--- src/rtl/wash_pkg.sv ---
// Shared encodings, phase timing constants and the action-to-drive decode
// for the washing-machine program scheduler.
package wash_pkg;

  localparam int SEC_W = 6;  // phase-second counter, covers 0..39
  localparam int REM_W = 7;  // program seconds remaining, covers 0..80

  typedef enum logic [1:0] {
    ST_IDLE   = 2'd0,
    ST_RUN    = 2'd1,
    ST_PAUSED = 2'd2,
    ST_DONE   = 2'd3
  } state_t;

  typedef enum logic [1:0] {
    PH_IDLE  = 2'b00,
    PH_WASH  = 2'b01,
    PH_RINSE = 2'b10,
    PH_SPIN  = 2'b11
  } phase_t;

  typedef enum logic [2:0] {
    ACT_IDLE     = 3'd0,
    ACT_ROTATE   = 3'd1,
    ACT_STEW     = 3'd2,
    ACT_ADDWATER = 3'd3,
    ACT_DRAIN    = 3'd4,
    ACT_FSPIN    = 3'd5,
    ACT_RSPIN    = 3'd6
  } action_t;

  localparam logic [SEC_W-1:0] WASH_S_DUR = 6'd20;
  localparam logic [SEC_W-1:0] WASH_M_DUR = 6'd30;
  localparam logic [SEC_W-1:0] WASH_L_DUR = 6'd40;
  localparam logic [SEC_W-1:0] RINSE_DUR  = 6'd20;
  localparam logic [SEC_W-1:0] SPIN_DUR   = 6'd20;
  localparam logic [SEC_W-1:0] FILL_DUR   = 6'd4;
  localparam logic [SEC_W-1:0] DRAIN_DUR  = 6'd4;

  typedef struct packed {
    logic motor_fwd;
    logic motor_rev;
    logic motor_fast;
    logic valve_in;
    logic valve_out;
  } drive_t;

  // Motor/valve lines for one action; forward and reverse are exclusive.
  function automatic drive_t action_drive(input action_t act);
    drive_t d;
    d = '0;
    case (act)
      ACT_ROTATE:   d.motor_fwd = 1'b1;
      ACT_FSPIN:    begin d.motor_fwd = 1'b1; d.motor_fast = 1'b1; end
      ACT_RSPIN:    begin d.motor_rev = 1'b1; d.motor_fast = 1'b1; end
      ACT_ADDWATER: d.valve_in  = 1'b1;
      ACT_DRAIN:    d.valve_out = 1'b1;
      default:      d = '0;
    endcase
    return d;
  endfunction

  // Wash phase length for the selected load size.
  function automatic logic [SEC_W-1:0] wash_duration(input logic [1:0] mode);
    case (mode)
      2'b10:   return WASH_M_DUR;
      2'b11:   return WASH_L_DUR;
      default: return WASH_S_DUR;
    endcase
  endfunction

  // Whole-program length; spin-only skips wash and rinse.
  function automatic logic [REM_W-1:0] total_duration(input logic [1:0] mode);
    if (mode == 2'b00)
      return REM_W'(SPIN_DUR);
    return REM_W'(wash_duration(mode)) + REM_W'(RINSE_DUR) + REM_W'(SPIN_DUR);
  endfunction

endpackage

--- src/rtl/wash_tick_gen.sv ---
// 1 s time base: counts enabled cycles and pulses o_tick on the last count
// of each TICK_DIV-cycle period. i_clr restarts the period; with i_en low
// the count holds so a paused program resumes mid-second.
module wash_tick_gen #(
  parameter int TICK_DIV = 100000000
) (
  input  logic clk,
  input  logic rst,
  input  logic i_en,
  input  logic i_clr,
  output logic o_tick
);

  localparam int CNT_W = (TICK_DIV > 2) ? $clog2(TICK_DIV) : 1;
  localparam logic [CNT_W-1:0] LAST = CNT_W'(TICK_DIV - 1);

  logic [CNT_W-1:0] r_cnt;

  assign o_tick = i_en && !i_clr && (r_cnt == LAST);

  // Prescaler count: clear wins, otherwise advance and wrap while enabled.
  always_ff @(posedge clk or negedge rst) begin
    if (!rst)
      r_cnt <= '0;
    else if (i_clr)
      r_cnt <= '0;
    else if (i_en)
      r_cnt <= (r_cnt == LAST) ? '0 : r_cnt + 1'b1;
  end

endmodule

--- src/rtl/wash_sched.sv ---
// Washing-machine program scheduler: latches the mode on start, walks
// wash -> rinse -> spin one second at a time and decodes the per-second
// action onto motor and valve lines.
// Optional build macro: WASH_DOOR_INTERLOCK_EN (door switch gates start,
// an open door pauses a running program).
module wash_sched
  import wash_pkg::*;
#(
  parameter int TICK_DIV = 100000000
) (
  input  logic             clk,
  input  logic             rst,
  input  logic             i_start,
  input  logic             i_pause,
  input  logic [1:0]       i_mode,
  input  logic             i_door_closed,
  output logic [1:0]       o_phase,
  output logic [2:0]       o_action,
  output logic             o_motor_fwd,
  output logic             o_motor_rev,
  output logic             o_motor_fast,
  output logic             o_valve_in,
  output logic             o_valve_out,
  output logic [REM_W-1:0] o_remain_s,
  output logic             o_busy,
  output logic             o_done
);

  state_t           r_state, w_state_nxt;
  phase_t           r_phase, w_phase_nxt;
  logic [SEC_W-1:0] r_sec, w_sec_nxt;
  logic [REM_W-1:0] r_remain, w_remain_nxt;
  logic [SEC_W-1:0] r_wash_dur, w_wash_dur_nxt;

  logic             w_door_ok;
  logic             w_hold;
  logic             w_start_ok;
  logic             w_run;
  logic             w_clr;
  logic             w_tick;
  logic [SEC_W-1:0] w_dur;
  action_t          w_action;
  drive_t           w_drive;

`ifdef WASH_DOOR_INTERLOCK_EN
  assign w_door_ok = i_door_closed;
`else
  logic w_unused_door;
  assign w_unused_door = i_door_closed;
  assign w_door_ok     = 1'b1;
`endif

  assign w_hold     = i_pause || !w_door_ok;
  assign w_start_ok = i_start && w_door_ok;
  assign w_run      = (r_state == ST_RUN);

  wash_tick_gen #(.TICK_DIV(TICK_DIV)) u_tick (
    .clk    (clk),
    .rst    (rst),
    .i_en   (w_run),
    .i_clr  (w_clr),
    .o_tick (w_tick)
  );

  // Length of the phase currently being executed.
  always_comb begin
    w_dur = SPIN_DUR;
    case (r_phase)
      PH_WASH:  w_dur = r_wash_dur;
      PH_RINSE: w_dur = RINSE_DUR;
      default:  w_dur = SPIN_DUR;
    endcase
  end

  // Program state register and counters.
  always_ff @(posedge clk or negedge rst) begin
    if (!rst) begin
      r_state    <= ST_IDLE;
      r_phase    <= PH_IDLE;
      r_sec      <= '0;
      r_remain   <= '0;
      r_wash_dur <= WASH_S_DUR;
    end else begin
      r_state    <= w_state_nxt;
      r_phase    <= w_phase_nxt;
      r_sec      <= w_sec_nxt;
      r_remain   <= w_remain_nxt;
      r_wash_dur <= w_wash_dur_nxt;
    end
  end

  // Next state: start/resume decisions, per-second advance, phase rollover.
  always_comb begin
    w_state_nxt    = r_state;
    w_phase_nxt    = r_phase;
    w_sec_nxt      = r_sec;
    w_remain_nxt   = r_remain;
    w_wash_dur_nxt = r_wash_dur;
    w_clr          = 1'b0;
    case (r_state)
      ST_IDLE, ST_DONE: begin
        if (w_start_ok) begin
          w_clr          = 1'b1;
          w_state_nxt    = ST_RUN;
          w_sec_nxt      = '0;
          w_wash_dur_nxt = wash_duration(i_mode);
          w_remain_nxt   = total_duration(i_mode);
          w_phase_nxt    = (i_mode == 2'b00) ? PH_SPIN : PH_WASH;
        end
      end
      ST_RUN: begin
        if (w_tick) begin
          if (r_remain != '0)
            w_remain_nxt = r_remain - 1'b1;
          if (r_sec == w_dur - 1'b1) begin
            w_sec_nxt = '0;
            case (r_phase)
              PH_WASH:  w_phase_nxt = PH_RINSE;
              PH_RINSE: w_phase_nxt = PH_SPIN;
              default: begin
                w_phase_nxt  = PH_IDLE;
                w_state_nxt  = ST_DONE;
                w_remain_nxt = '0;
              end
            endcase
          end else begin
            w_sec_nxt = r_sec + 1'b1;
          end
        end
        // The tick's advance always lands; a finishing tick beats pause.
        if (w_hold && (w_state_nxt != ST_DONE))
          w_state_nxt = ST_PAUSED;
      end
      ST_PAUSED: begin
        if (!w_hold)
          w_state_nxt = ST_RUN;
      end
      default: w_state_nxt = ST_IDLE;
    endcase
  end

  // Per-second action. Bit 1 of (sec - 4) equals bit 1 of sec, so the
  // rotate/stew and forward/reverse alternation reads r_sec[1] directly.
  always_comb begin
    w_action = ACT_IDLE;
    if (w_run) begin
      case (r_phase)
        PH_WASH: begin
          if (r_sec < FILL_DUR)
            w_action = ACT_ADDWATER;
          else if (r_sec >= r_wash_dur - DRAIN_DUR)
            w_action = ACT_DRAIN;
          else
            w_action = r_sec[1] ? ACT_STEW : ACT_ROTATE;
        end
        PH_RINSE: begin
          if (r_sec < FILL_DUR)
            w_action = ACT_ADDWATER;
          else if (r_sec >= RINSE_DUR - DRAIN_DUR)
            w_action = ACT_DRAIN;
          else
            w_action = r_sec[1] ? ACT_RSPIN : ACT_FSPIN;
        end
        PH_SPIN: begin
          w_action = (r_sec < DRAIN_DUR) ? ACT_DRAIN : ACT_FSPIN;
        end
        default: w_action = ACT_IDLE;
      endcase
    end
  end

  assign w_drive      = action_drive(w_action);
  assign o_phase      = r_phase;
  assign o_action     = w_action;
  assign o_motor_fwd  = w_drive.motor_fwd;
  assign o_motor_rev  = w_drive.motor_rev;
  assign o_motor_fast = w_drive.motor_fast;
  assign o_valve_in   = w_drive.valve_in;
  // The drain valve stays open for the whole spin phase.
  assign o_valve_out  = w_drive.valve_out || (w_run && (r_phase == PH_SPIN));
  assign o_remain_s   = r_remain;
  assign o_busy       = (r_state == ST_RUN) || (r_state == ST_PAUSED);
  assign o_done       = (r_state == ST_DONE);

endmodule

--- config.mk ---
export PLATFORM = sky130hd
export DESIGN_NAME = wash_sched
export DESIGN_NICKNAME = d
export VERILOG_FILES = /design/src/rtl/wash_pkg.sv /design/src/rtl/wash_tick_gen.sv /design/src/rtl/wash_sched.sv
export SDC_FILE = /design/constraint.sdc
export NUM_CORES = 1
export LEC_CHECK = 0
export CAP_MARGIN = 20
export CORE_MARGIN = 5
export CORE_UTILIZATION = 35
export DETAILED_ROUTE_END_ITERATION = 12
export GPL_ROUTABILITY_DRIVEN = 0
export PLACE_DENSITY = 0.56
export SETUP_SLACK_MARGIN = 0.5
export SLEW_MARGIN = 0
export SYNTH_ARGS = -nofsm -noshare
export SYNTH_HDL_FRONTEND = slang
export SYNTH_SLANG_ARGS = --single-unit
--- constraint.sdc ---
create_clock -name clk -period 4.33 [get_ports clk]
set_input_delay 0.6495 -clock clk [delete_from_list [all_inputs] [get_ports clk]]
set_output_delay 0.6495 -clock clk [all_outputs]
set_load 0.01 [all_outputs]
After elaboration in Yosys (flattened, before gate mapping):

Index checks and enable logic that the tools add are counted.

* reductions and logical operators: 20
* equality and inequality tests: 20
* add/subtract/negate cells: 7
* order comparisons: 3
* muxes and demuxes: 53

Operators by type and width (number)
* 27-bit two-way mux: 3
* 7-bit two-way mux: 7
* 6-bit two-way mux: 7
* 2-bit two-way mux: 14
* 27-bit by 1-bit adder with 27-bit output (second input constant): 1
* 27-bit equality test (second input constant): 1
* 6-bit one-hot mux with 2 select lines: 2
* 7-bit one-hot mux with 2 select lines: 1
* 2-bit equality test (second input constant): 6
* 3-bit two-way mux: 4
* 1-bit two-way mux: 11
* 2-bit inequality test (second input constant): 5
* 3-bit equality test (second input constant): 3
* 3-bit one-hot mux with 3 select lines: 1
* 2-bit one-hot mux with 2 select lines: 2
* 2-bit OR reduction: 4
* 6-bit by 5-bit adder with 7-bit output (second input constant): 1
* 7-bit by 5-bit adder with 7-bit output (second input constant): 1
* 7-bit nonzero test: 1
* 7-bit by 1-bit subtractor with 7-bit output (second input constant): 1
* 6-bit by 1-bit adder with 6-bit output (second input constant): 1
* 6-bit equality test: 1
* 6-bit by 5-bit >= comparator with 1-bit output (second input constant): 1
* 6-bit >= comparator: 1
* 15 further kinds: 23

* register bits after elaboration: 50
* bits of input ports: 7
* output and inout bits: 19
* word-level logic and storage cells: 109

Depth between registers and ports, before layout:

* word-level depth: 12
* mapped depth: 12
* depth with buffers taken out: 10

Hierarchy:

A second synthesis with hierarchy kept.

* cells, all modules: 416
* area total of the unflattened synthesis: 3522.1 um^2

By module, submodules not included
* wash_sched: cells each 208, sequential area each 526.8 um^2, area each 1769.2 um^2, instances 1
* wash_tick_gen: cells each 208, sequential area each 675.6 um^2, area each 1752.9 um^2, instances 1

Worst setup path after synthesis:

Ideal clock, no wire load.

* kind: reg2out
* from: reg r_wash_dur[4]
* to: out o_motor_fast
* slack: 1.129 ns
* data required time: 3.681 ns
* arrival time: 2.551 ns
* cell stages (with the launch flop): 10
* buffers on the path: 0
* cells stage by stage: dfstp_2 inv_1 ha_1 ha_1 nand3_1 a21oi_1 o31ai_1 a32oi_1 nor3_1 a2111oi_0

* cells in the longest elaborated chain, start to end: 9
* elaborated cells between the ends (all ways): 10
* those cells by class: 1 x add/sub; 1 x order compare; 2 x eq/ne; 5 x mux; 1 x reduce/logical

RTL lines
* from (decl): RTL line wash_sched.sv:33 `logic [SEC_W-1:0] r_wash_dur, w_wash_dur_nxt;`
* from (signal assigned): RTL line wash_sched.sv:88 `r_wash_dur <= w_wash_dur_nxt;`
* 6-bit by 3-bit subtractor with 6-bit output (*): RTL line wash_sched.sv:151 `else if (r_sec >= r_wash_dur - DRAIN_DUR)`
* 6-bit >= comparator (*): RTL line wash_sched.sv:151
* 3-bit two-way mux (*): RTL line wash_sched.sv:151
* 3-bit two-way mux (*): RTL line wash_sched.sv:149 `if (r_sec < FILL_DUR)`
* 3-bit one-hot mux with 3 select lines (*): RTL line wash_sched.sv:147 `case (r_phase)`
* 3-bit two-way mux (*): RTL line wash_sched.sv:146 `if (w_run) begin`
* 3-bit equality test: RTL line wash_pkg.sv:52 `case (act)`
* 2-bit OR reduction (no source line) (*)
* 1-bit two-way mux (*): RTL line wash_pkg.sv:52
* to (decl): RTL line wash_sched.sv:21 `output logic o_motor_fast,`

Every way passes the cells marked *; elsewhere a longest branch is shown, timed or not.

Worst setup path after layout:

* from: reg r_wash_dur[4]
* to: out o_action[0]

* cells in the longest elaborated chain, start to end: 6

RTL lines
* 6-bit by 3-bit subtractor with 6-bit output: RTL line wash_sched.sv:151
* 6-bit >= comparator: RTL line wash_sched.sv:151
* 3-bit two-way mux: RTL line wash_sched.sv:151
* 3-bit two-way mux: RTL line wash_sched.sv:149
* 3-bit one-hot mux with 3 select lines: RTL line wash_sched.sv:147
* 3-bit two-way mux: RTL line wash_sched.sv:146
* to (decl): RTL line wash_sched.sv:18 `output logic [2:0] o_action,`

No other way between the ends.

==> impl_results.md <==
* Crit path max fanout at 6
* Crit path time final at 3.65 ns
* Initial antenna violation count at 0
* Reg-to-reg slack, setup at between 0.9 and 1 ns
* Hold/Removal Path Class: input pin to async pin
* Setup crit end: o_action[0]
* Clock buffer depth at 2
* CP startpoint: r_wash_dur[4]
* Ys Warns at 0
* WL final at 7630 um
* Layout area overhead at 16.3%
* Max-slew violations at 0
* CTS tree: yes
* Via Count at between 2,000 and 3,000
* Number of flops mapped to enable cells by yosys at 0
* FF-to-FF Start: o_phase[1]
* Net switching power at ~0.94 mW
* Least-Margin Pin Slew at between 0.8 and 0.9 ns
* Most frequent cell after synthesis: nor2_1
* Crit. End Element: output port
* Status: finished, final reports clean
* Hpwl dp at 5590 um
* Starting DRT DRC Count at 124
* Endpoints failing setup at 0
* Startpoint types: flip-flop
* Die area at about 0.012 sq mm
* Switching share of power at 43.7%
* Main synth FF type: dfrtp_1
* Arrival time worst endpoint at about 3.0 ns
* Fraction of layout cells with a size suffix above 1 at between 8 and 9%
* Port bufs at 24
* Worst-path clk slew at about 0.090 ns
* Synth area leader: dfrtp_1
* M1 wire length at approximately 3500 um
* Synth async-reset ratio at 100%
* Hold Violations, Final at 0
* First-pass GRT wire length at 13,100 um
* Pleak at 1.65 nW
* Setup TNS at 0 ns
* Die height at ~110 um
* Net count, final at ~440
* Relative slew slack at between 40% and 50%
* First-pass DRT Iterations at 4
* Sink Count at 48
* Grt total ovfl at 0
* H-tree depth at 2
* Combinational Power Share at a little over half
* Largest net degree at the start of global routing at between 40 and 50
* Sequential element share of the synthesized area at 36.2%
* Total internal power at about 1.2 mW
* Worst-case reg-to-reg path depth at 10
* Dpl ws at 0.542 ns
* Top routing layer in use: met4
* Syn nets at between 400 and 500
* Via density at approximately 5.3
* Skew-Pair Late Insertion Delay at 0.31 ns
* Vias in the first global route at 2,714
* Avg Cell Area, Syn at 8.75 sq um
* Register bit count reported by yosys at 48
* Fmax at 274 MHz
* Met2 WL at between 3000 and 4000 um
* Post-Syn Instances at 380
* Routed wl met3 at between 200 and 250 um
* Flop pwr share at a little under a third
* Top cells by area, synth: dfrtp_1 35%, ha_1 7.9%, nor2_1 5.4%, xor2_1 4.2%, nand2_1 3.8%
* IO Count at 26
* Synth cell count leaders: 48 x nor2_1, 47 x dfrtp_1, 34 x nand2_1
* VDD IR max at 0.155 mV
* Clk root buf: clkbuf_8
* FP Rows at 35
* DRC violations left at 0
* CP required at 3.68 ns
* N_diodes at 0
* RSZ-0062 raised after global routing: yes
* Reg2Reg Capture Point: o_remain_s[1]
* Skew final at between 0.003 and 0.004 ns
* Setup WS post-layout at ~0.7 ns
* Clock power share at between 10% and 20%
* Power per cell area at roughly 560 mW/mm^2
* Core Box Area at 0.00924 sq mm
* Initial Util at a little over a third
* Final cycle utilization of the critical path at 84.2%
* Die width at roughly 110 um
* Global Route Usage Sum at 13.8%
* DR WL/cell at between 10 and 15 um
* Netlist cell types at 62
* Inserted Clock Buffers at 5
* Hold buffer count at CTS at 0
* WS Path Type: flip-flop to output port
* Final ANT Viol Nets at 0
* Mapped cell area at between 0.003 and 0.004 sq mm
* Area share of the largest cell type after synthesis at a little over a third
* Max-cap violations at 0
power groups by stage:
| stage | registers, mW | logic [mW] | clock network, mW |
|---|---|---|---|
| 3_3_place_gp | 0.661 | 1.10 | 0 |
| 5_1_grt | 0.673 | 1.27 | 0.392 |
| 6_report | 0.652 | 1.14 | 0.361 |
| 4_1_cts | 0.654 | 1.13 | 0.370 |
| 3_5_place_dp | 0.663 | 1.12 | 0 |
| 2_1_floorplan | 0.646 | 0.751 | 0 |
sequential cells by signal, indices dropped and copies added (netlist names):
signal and count:
r_sec 6, o_phase 2, r_wash_dur 4, u_tick.r_cnt 27
o_remain_s 7, r_state 2
cells in the final DEF (no fill, tap or decap), drive strengths merged, types with 4 or more instances in the layout:
master,synthesis,routed
nor3b,6,6
and3,7,7
nand2b,9,9
nor2b,4,4
ha,21,21
nand3,21,21
o211ai,5,5
nor2,48,48
o21ai,17,17
xor2,16,16
nand2,35,35
clkbuf,9,8
nor3,10,10
mux2i,5,5
a21oi,15,15
nor4,6,6
clkdlybuf4s50,0,17
or3,5,5
nand4,16,16
xnor2,12,12
a31oi,6,6
inv,15,15
buf,2,8
dfrtp,47,47
stage by stage:
stage                     hold WS (ns)  total power [mW]  std cells  util, %  instance area, sq um
after CTS                        0.467              2.15        536     41.7                  3850
after global placement           0.529              1.76        524     40.0                  3690
after global routing             0.495              2.33        537     41.9                  3870
after floorplan                  0.354              1.40        380        -                  3330
after detailed placement         0.532              1.78        524     40.0                  3690
final                            0.431              2.15        537     41.9                  3870
cells by family (layout without fill, tap and decap cells):
kind of cell / Yosys count / count (layout) / synth area share, %
AND/OR/NAND/NOR: 184 / 184 / 29.9
flip-flops: 48 / 48 / 36.2
adder cells (fa/ha/maj): 21 / 21 / 7.90
buffers and inverters: 27 / 55 / 3.12
XOR/XNOR: 28 / 28 / 7.37
multiplexers: 6 / 6 / 1.84
AO/OA/AOI/OAI: 66 / 66 / 13.7
layer usage:
metal,vias to the layer above,GRT usage (%)
li1,1426,-
met4,0,2.71
met3,6,2.88
met5,-,0
met2,32,24.1
met1,1362,17.5
repair_timing:
| action | in CTS | in global routing |
|---|---|---|
| gates cloned | 0 | 0 |
| hold endpoints to repair | 0 | 0 |
| resized for setup | 7 | 8 |
| pin swaps | 2 | 1 |
| buffers inserted | 4 | 1 |
| setup endpoints to repair | 6 | 5 |
critical path, cell delays in order, from the launching register on:
cell	delay, ns
dfstp_2	0.59
inv_1	0.09
ha_1	0.30
ha_1	0.29
a21oi_1	0.15
nor2b_1	0.08
o31ai_2	0.24
a32oi_2	0.19
or2_2	0.33
a31oi_1	0.18
clkdlybuf4s15_1	0.26
final cells by class:
| class | instances | area, sq um |
|---|---|---|
| fill | 911 | 5370 |
| multi-input combinational | 305 | 2040 |
| sequential | 48 | 1200 |
| timing repair buffer | 31 | 282 |
| tap | 129 | 161 |
| clock buffer | 7 | 96.3 |
| inverter | 16 | 60.1 |
| clock inverter | 1 | 30.0 |
worst min-delay path by stage:
stage,start,end,cells past startpoint
2_1_floorplan,rst,o_phase[0],0
3_3_place_gp,u_tick.r_cnt[1],u_tick.r_cnt[1],2
5_1_grt,rst,u_tick.r_cnt[7],2
6_report,rst,u_tick.r_cnt[6],2
4_1_cts,rst,u_tick.r_cnt[18],2
3_5_place_dp,r_wash_dur[4],r_wash_dur[4],2
No activity file was read; power rests on OpenSTA's default activity.
